$ cat src/rtl/regfile_access_ctrl_pkg.sv
// Shared constants for the register-file front end: default widths, FSM state
// encodings and regfile op encodings.
// No logic; imported by regfile_access_ctrl and its writeback FIFO.
package regfile_access_ctrl_pkg;

    localparam int XLEN     = 32;
    localparam int AW       = 5;
    localparam int WB_DEPTH = 4;

    typedef enum logic {
        ST_INIT = 1'b0,
        ST_RUN  = 1'b1
    } state_t;

    // Value driven on rf_rw when the regfile port is enabled
    localparam logic RF_RD = 1'b0;
    localparam logic RF_WR = 1'b1;

endpackage

$ cat src/rtl/regfile_access_ctrl_wb_fifo.sv
// Purpose: writeback buffer in front of the regfile port; exposes every entry's rd for hazard checks.
// Latency: a push is visible as head / entry-valid one cycle later; a pop takes effect at the clock edge.
// Backpressure: caller must not push when o_full or pop when o_empty; o_full comes straight from registered pointers.
// Ports: i_clk/i_reset (sync, active-low flush), i_push/i_push_rd/i_push_data, i_pop,
//        o_full/o_empty, o_head_rd/o_head_data, o_ent_rd/o_ent_vld (per-slot rd and valid).
module regfile_access_ctrl_wb_fifo #(
    parameter int XLEN  = 32,
    parameter int AW    = 5,
    parameter int DEPTH = 4
) (
    input  logic                       i_clk,
    input  logic                       i_reset,
    input  logic                       i_push,
    input  logic [AW-1:0]              i_push_rd,
    input  logic [XLEN-1:0]            i_push_data,
    input  logic                       i_pop,
    output logic                       o_full,
    output logic                       o_empty,
    output logic [AW-1:0]              o_head_rd,
    output logic [XLEN-1:0]            o_head_data,
    output logic [DEPTH-1:0][AW-1:0]   o_ent_rd,
    output logic [DEPTH-1:0]           o_ent_vld
);

    localparam int PW = $clog2(DEPTH);

    // Pointers carry one extra MSB so full and empty are distinguishable
    logic [PW:0]                r_wr_ptr;
    logic [PW:0]                r_rd_ptr;
    logic [DEPTH-1:0][AW-1:0]   r_rd;
    logic [DEPTH-1:0][XLEN-1:0] r_data;
    logic [DEPTH-1:0]           r_vld;

    always_ff @(posedge i_clk) begin
        if (!i_reset) begin
            r_wr_ptr <= '0;
            r_rd_ptr <= '0;
            r_vld    <= '0;
        end else begin
            // Push and pop never target the same slot: that would need the FIFO
            // to be full on push or empty on pop, both excluded by the caller.
            if (i_pop) begin
                r_rd_ptr                 <= r_rd_ptr + (PW+1)'(1);
                r_vld[r_rd_ptr[PW-1:0]]  <= 1'b0;
            end
            if (i_push) begin
                r_wr_ptr                 <= r_wr_ptr + (PW+1)'(1);
                r_vld[r_wr_ptr[PW-1:0]]  <= 1'b1;
            end
        end
    end

    // Payload needs no reset: r_vld gates every use of it
    always_ff @(posedge i_clk) begin
        if (i_push) begin
            r_rd[r_wr_ptr[PW-1:0]]   <= i_push_rd;
            r_data[r_wr_ptr[PW-1:0]] <= i_push_data;
        end
    end

    assign o_empty     = (r_wr_ptr == r_rd_ptr);
    assign o_full      = (r_wr_ptr[PW-1:0] == r_rd_ptr[PW-1:0]) && (r_wr_ptr[PW] != r_rd_ptr[PW]);
    assign o_head_rd   = r_rd[r_rd_ptr[PW-1:0]];
    assign o_head_data = r_data[r_rd_ptr[PW-1:0]];
    assign o_ent_rd    = r_rd;
    assign o_ent_vld   = r_vld;

endmodule

$ cat src/rtl/regfile_access_ctrl.sv
// Purpose: merges writebacks and decode reads onto the single regfile port, with RAW stalls and post-reset clear.
// Latency: read accepted in cycle N -> operands on o_rsp_* in N+1; writeback accepted in N readable from N+2.
// Backpressure: o_wb_ready drops when the FIFO is full; o_rd_ready drops on a RAW hazard or a full FIFO (write forced).
// Ports: i_clk, i_reset (sync active-low); decode read i_rd_*/o_rd_ready, response o_rsp_*;
//        writeback i_wb_*/o_wb_ready; regfile side o_rf_* (rs1/rs2/rd/din/enable/rw/reset) and i_rf_out1/2.
module regfile_access_ctrl #(
    parameter int XLEN     = regfile_access_ctrl_pkg::XLEN,
    parameter int AW       = regfile_access_ctrl_pkg::AW,
    parameter int WB_DEPTH = regfile_access_ctrl_pkg::WB_DEPTH
) (
    input  logic            i_clk,
    input  logic            i_reset,
    input  logic            i_rd_valid,
    output logic            o_rd_ready,
    input  logic [AW-1:0]   i_rd_rs1,
    input  logic [AW-1:0]   i_rd_rs2,
    output logic            o_rsp_valid,
    output logic [XLEN-1:0] o_rsp_data1,
    output logic [XLEN-1:0] o_rsp_data2,
    input  logic            i_wb_valid,
    output logic            o_wb_ready,
    input  logic [AW-1:0]   i_wb_rd,
    input  logic [XLEN-1:0] i_wb_data,
    output logic [AW-1:0]   o_rf_rs1,
    output logic [AW-1:0]   o_rf_rs2,
    output logic [AW-1:0]   o_rf_rd,
    output logic [XLEN-1:0] o_rf_din,
    output logic            o_rf_enable,
    output logic            o_rf_rw,
    output logic            o_rf_reset,
    input  logic [XLEN-1:0] i_rf_out1,
    input  logic [XLEN-1:0] i_rf_out2
);

    import regfile_access_ctrl_pkg::*;

    state_t                       r_state;
    logic                         r_rsp_valid;

    logic                         w_run;
    logic                         w_init;
    logic                         w_full;
    logic                         w_empty;
    logic [AW-1:0]                w_head_rd;
    logic [XLEN-1:0]              w_head_data;
    logic [WB_DEPTH-1:0][AW-1:0]  w_ent_rd;
    logic [WB_DEPTH-1:0]          w_ent_vld;
    logic                         w_wb_acc;
    logic                         w_wb_push;
    logic                         w_hazard;
    logic                         w_rd_acc;
    logic                         w_pop;

    // Reset input is folded in combinationally so the handshakes and the clear
    // are correct in the very cycle reset is asserted.
    assign w_run  = i_reset && (r_state == ST_RUN);
    assign w_init = !i_reset || (r_state == ST_INIT);

    // Full is taken from registered pointers only, so a full FIFO never
    // accepts a push even in a cycle that pops.
    assign o_wb_ready = w_run && !w_full;
    assign w_wb_acc   = i_wb_valid && o_wb_ready;
    // x0 writes are acknowledged but dropped here
    assign w_wb_push  = w_wb_acc && (i_wb_rd != '0);

    // A source of x0 can never match: x0 is never pushed and w_wb_push excludes it.
    always_comb begin
        w_hazard = 1'b0;
        for (int i = 0; i < WB_DEPTH; i++) begin
            if (w_ent_vld[i] && (w_ent_rd[i] == i_rd_rs1 || w_ent_rd[i] == i_rd_rs2)) begin
                w_hazard = 1'b1;
            end
        end
        // The same-cycle writeback is older than this read
        if (w_wb_push && (i_wb_rd == i_rd_rs1 || i_wb_rd == i_rd_rs2)) begin
            w_hazard = 1'b1;
        end
    end

    // A full FIFO blocks reads so the write drains and any stalled read's
    // hazard is guaranteed to clear.
    assign o_rd_ready = w_run && !w_hazard && !w_full;
    assign w_rd_acc   = i_rd_valid && o_rd_ready;
    assign w_pop      = w_run && !w_rd_acc && !w_empty;

    regfile_access_ctrl_wb_fifo #(
        .XLEN  (XLEN),
        .AW    (AW),
        .DEPTH (WB_DEPTH)
    ) u_wb_fifo (
        .i_clk       (i_clk),
        .i_reset     (i_reset),
        .i_push      (w_wb_push),
        .i_push_rd   (i_wb_rd),
        .i_push_data (i_wb_data),
        .i_pop       (w_pop),
        .o_full      (w_full),
        .o_empty     (w_empty),
        .o_head_rd   (w_head_rd),
        .o_head_data (w_head_data),
        .o_ent_rd    (w_ent_rd),
        .o_ent_vld   (w_ent_vld)
    );

    // Regfile op is driven in the accept cycle so read data lands one cycle later
    always_comb begin
        o_rf_enable = 1'b0;
        o_rf_reset  = 1'b0;
        o_rf_rw     = RF_RD;
        o_rf_rs1    = '0;
        o_rf_rs2    = '0;
        o_rf_rd     = '0;
        o_rf_din    = '0;
        if (w_init) begin
            o_rf_enable = 1'b1;
            o_rf_reset  = 1'b1;
        end else if (w_rd_acc) begin
            o_rf_enable = 1'b1;
            o_rf_rs1    = i_rd_rs1;
            o_rf_rs2    = i_rd_rs2;
        end else if (w_pop) begin
            o_rf_enable = 1'b1;
            o_rf_rw     = RF_WR;
            o_rf_rd     = w_head_rd;
            o_rf_din    = w_head_data;
        end
    end

    always_ff @(posedge i_clk) begin
        if (!i_reset) begin
            r_state     <= ST_INIT;
            r_rsp_valid <= 1'b0;
        end else begin
            case (r_state)
                ST_INIT: r_state <= ST_RUN;
                default: r_state <= ST_RUN;
            endcase
            r_rsp_valid <= w_rd_acc;
        end
    end

    // Gating with the reset input suppresses a response due in a reset cycle
    assign o_rsp_valid = r_rsp_valid && i_reset;
    assign o_rsp_data1 = i_rf_out1;
    assign o_rsp_data2 = i_rf_out2;

endmodule

$ cat config.mk
export PLATFORM = sky130hd
export DESIGN_NAME = regfile_access_ctrl
export DESIGN_NICKNAME = d
export VERILOG_FILES = /design/src/rtl/regfile_access_ctrl_pkg.sv /design/src/rtl/regfile_access_ctrl_wb_fifo.sv /design/src/rtl/regfile_access_ctrl.sv
export SDC_FILE = /design/constraint.sdc
export NUM_CORES = 1
export LEC_CHECK = 0
export ABC_AREA = 1
export BUFFER_PORTS_ARGS = -buffer_cell sky130_fd_sc_hd__buf_2
export CORE_AREA = 10 10 114 167
export CTS_CLUSTER_DIAMETER = 60
export CTS_CLUSTER_SIZE = 8
export DETAILED_ROUTE_END_ITERATION = 7
export DIE_AREA = 0 0 124 177
export GPL_ROUTABILITY_DRIVEN = 0
export PLACE_DENSITY = 0.76
export SYNTH_ARGS = -nofsm -noshare
export SYNTH_HDL_FRONTEND = slang
export SYNTH_SLANG_ARGS = --single-unit
$ cat constraint.sdc
create_clock -name i_clk -period 3.8 [get_ports i_clk]
set_input_delay 0.76 -clock i_clk [delete_from_list [all_inputs] [get_ports i_clk]]
set_output_delay 0.76 -clock i_clk [all_outputs]
set_load 0.02 [all_outputs]
==> reports/summary.txt <==
status: finished clean
clk slew on worst S/H paths: 0.06 ns
Root Driver: clkbuf_16
CP bufs+invs: 4
syn nets: 875
Vias per Instance: 5.34
maxcap violations: 0
peak supply drop: 0.000290 V
antenna violation net count after detailed routing: 0
Most common cell on crit path: nand2_1
RSZ-0062 raised after global routing: false
final WL: 20.8 mm
CP cell instances: buf_2 > inv_1 > nand2_1 > nand2_1 > nor2_1 > nand3_1 > nand2_1 > nand2_1 > nand2_1 > nor2_2 > nand3_4 > nand3_4 > buf_12 > a211oi_2 > buf_2
clk_skew: 0.0114 ns
H-tree depth: 4
setup TNS: 0 ns
fin crit share: 90.6%
Fin Hold WS: 0.464 ns
Avg Inst Size Synth: 10.4 µm²
DRC viols: 0
gr ovfl total: 0
Port-buffer cells: 103
Slew HR: 42.0%
pre-CTS setup slack: 0.398 ns
Die Y: 177 µm
most frequent cells in the layout: nand2_1 (216), edfxtp_1 (148), buf_2 (103)
Area Overhead vs Synth: 10.3%
setup ws final: 0.357 ns
kind of critical path: input port to output port
Synth Warn #: 0
core area: 16000 µm²
commonest non-fill, non-tap cell in the layout: nand2_1
crit path DAT: 2.68 ns
final max-slew violation count: 0
Fill cells: 1413
Placed Area: 8090 µm²
sequential fraction of the synthesis area: 59.7%
main combinational cell family by area after synthesis: simple AND/OR/NAND/NOR gates
post-synthesis mux area share: 0%
Final Cell Area: 8650 µm²
Period minus WS final: 3.44 ns
Slew @ Worst Pin: 0.871 ns
TritonRoute pass-1 iters: 5
Simple-Gate Fraction of Synth Area: 14.3%
Starting Density: 48.9%
I/O pins: 232
Final Hold Vio Count: 0
number of gates resized after CTS: 0
vias in the first global route: 5546
Die Width: 124 µm
Hold-fix buffers, CTS: 0
layout cell share with drive strength beyond 1: 24.0%
synth unique cells: 26
largest net degree at the start of global routing: 78
Post-Synth XOR/XNOR Area: 2.66%
Bufs on Longest Clock Path: 2
final setup vio count: 0
setup bufs post-CTS: 0
CP Capture Type: output port
Synth Area in Compound Gates: 11.3%
Peak Freq: 290 MHz
fin nets: 908
critical path's slowest cell: buf_12
post-DP HPWL: 14.8 mm
#FFs+latches synth: 160
Sink Count: 160
Lkg Pwr: 3.72 nW
Cells after Synth: 752
CTS tree: yes
Avg WL per Cell: 20.7 µm
CTS Buf Count: 17
global-route wire length before repair: 31.2 mm
worst min path class: register to register
Max stage delay on crit path: 0.23 ns
power density cells: 444 nW/µm²
CP delay by family, top: simple AND/OR/NAND/NOR gates
initial antenna violation count: 1
routed vias: 5357
Post-Syn Area: 7840 µm²
DRT iter0 DRCs: 501
CP startpoint kind: input port
maximum fanout along the worst path: 26
Worst EP required: 3.04 ns
ant diodes: 0
Tot GR Track Use: 19.0%
die area: 21900 µm²
row count: 57
later-pin clock latency in the skew report: 0.41 ns
fraction of the mapped netlist area in adder cells: 1.28%
## registers in the layout, summed over array words and instances, names as in the netlist
register,flops
u_wb_fifo.r_wr_ptr,3
u_wb_fifo.o_ent_rd,20
r_rsp_valid,1
u_wb_fifo.o_ent_vld,4
r_state,1
u_wb_fifo.r_rd_ptr,3
u_wb_fifo.r_data,128
## power by group
group          total, mW  switching [mW]  internal [mW]
sequential          1.96         0.00927           1.95
combinational      0.281           0.196         0.0853
clock               1.60           0.691          0.907
## metrics by stage
| stage | instances | util, % | total power, mW |
|---|---|---|---|
| floorplan | 752 | - | 2.26 |
| global placement | 972 | 50.4 | 2.27 |
| detailed placement | 972 | 50.4 | 2.28 |
| CTS | 1003 | 53.9 | 3.86 |
| global route | 1003 | 53.9 | 3.98 |
| finish | 1003 | 53.9 | 3.84 |
## final cells by class
class                   count  area [µm²]  share of cell area, %
clock buffers              17         425                   4.92
repair buffers            116         651                   7.53
inverters                  49         184                   2.13
flip-flops and latches    160        4690                   54.2
well taps                 206         258                   2.98
multi-input cells         441        2310                   26.8
clock inverters            14         128                   1.48
## cells by family (layout without fill, tap and decap cells)
kind of cell / Yosys count / count (layout)
and+or+nand+nor: 281 / 281
DFF: 160 / 160
buffers and inverters: 151 / 196
AOI/OAI and AO/OA: 129 / 129
xor gates and xnor gates: 23 / 23
adders and majority gates: 8 / 8
## synthesized netlist by cell type, drive strengths merged
library cell	count	share of area (%)
clkbuf	29	1.5
o21ai	13	0.83
buf	73	6.9
nand2	216	10
nand4	6	0.48
dfxtp	12	3.1
inv	48	2.3
clkinv	1	0.048
edfxtp	148	57
ha	8	1.3
nor2	41	2.0
a21oi	83	5.3
xnor2	11	1.3
nor3	3	0.19
a211oi	33	5.1
nand3	15	1.3
xor2	12	1.3
## worst register-to-register path, stage by stage (launching register included)
cell	delay, ns
dfxtp_1	0.40
inv_1	0.13
nand2_1	0.07
nand2_1	0.06
nand3_1	0.08
nand2_1	0.08
nor2_2	0.20
nand2_1	0.12
inv_2	0.47
buf_4	0.35
## final timing paths
path / endpoint / startpoint / slack (ns) / depth (start not counted)
setup / recovery: o_rf_din[14] / i_rd_rs1[1] / 0.36 / 15
hold / removal: u_wb_fifo.o_ent_vld[0] / u_wb_fifo.o_ent_vld[0] / 0.46 / 2
setup reg to reg: u_wb_fifo.r_data[65] / u_wb_fifo.r_wr_ptr[0] / 1.53 / 9
hold reg to reg: u_wb_fifo.o_ent_vld[0] / u_wb_fifo.o_ent_vld[0] / 0.46 / 2
## per-layer routing
metal	routed length [µm]	global-route usage (%)	vias to the layer above
met5	14	0	-
met2	10900	33.4	194
li1	-	-	2542
met3	1900	6.77	104
met4	1490	14.6	2
met1	6520	17.1	2515
No activity file was read; power rests on OpenSTA's default activity.
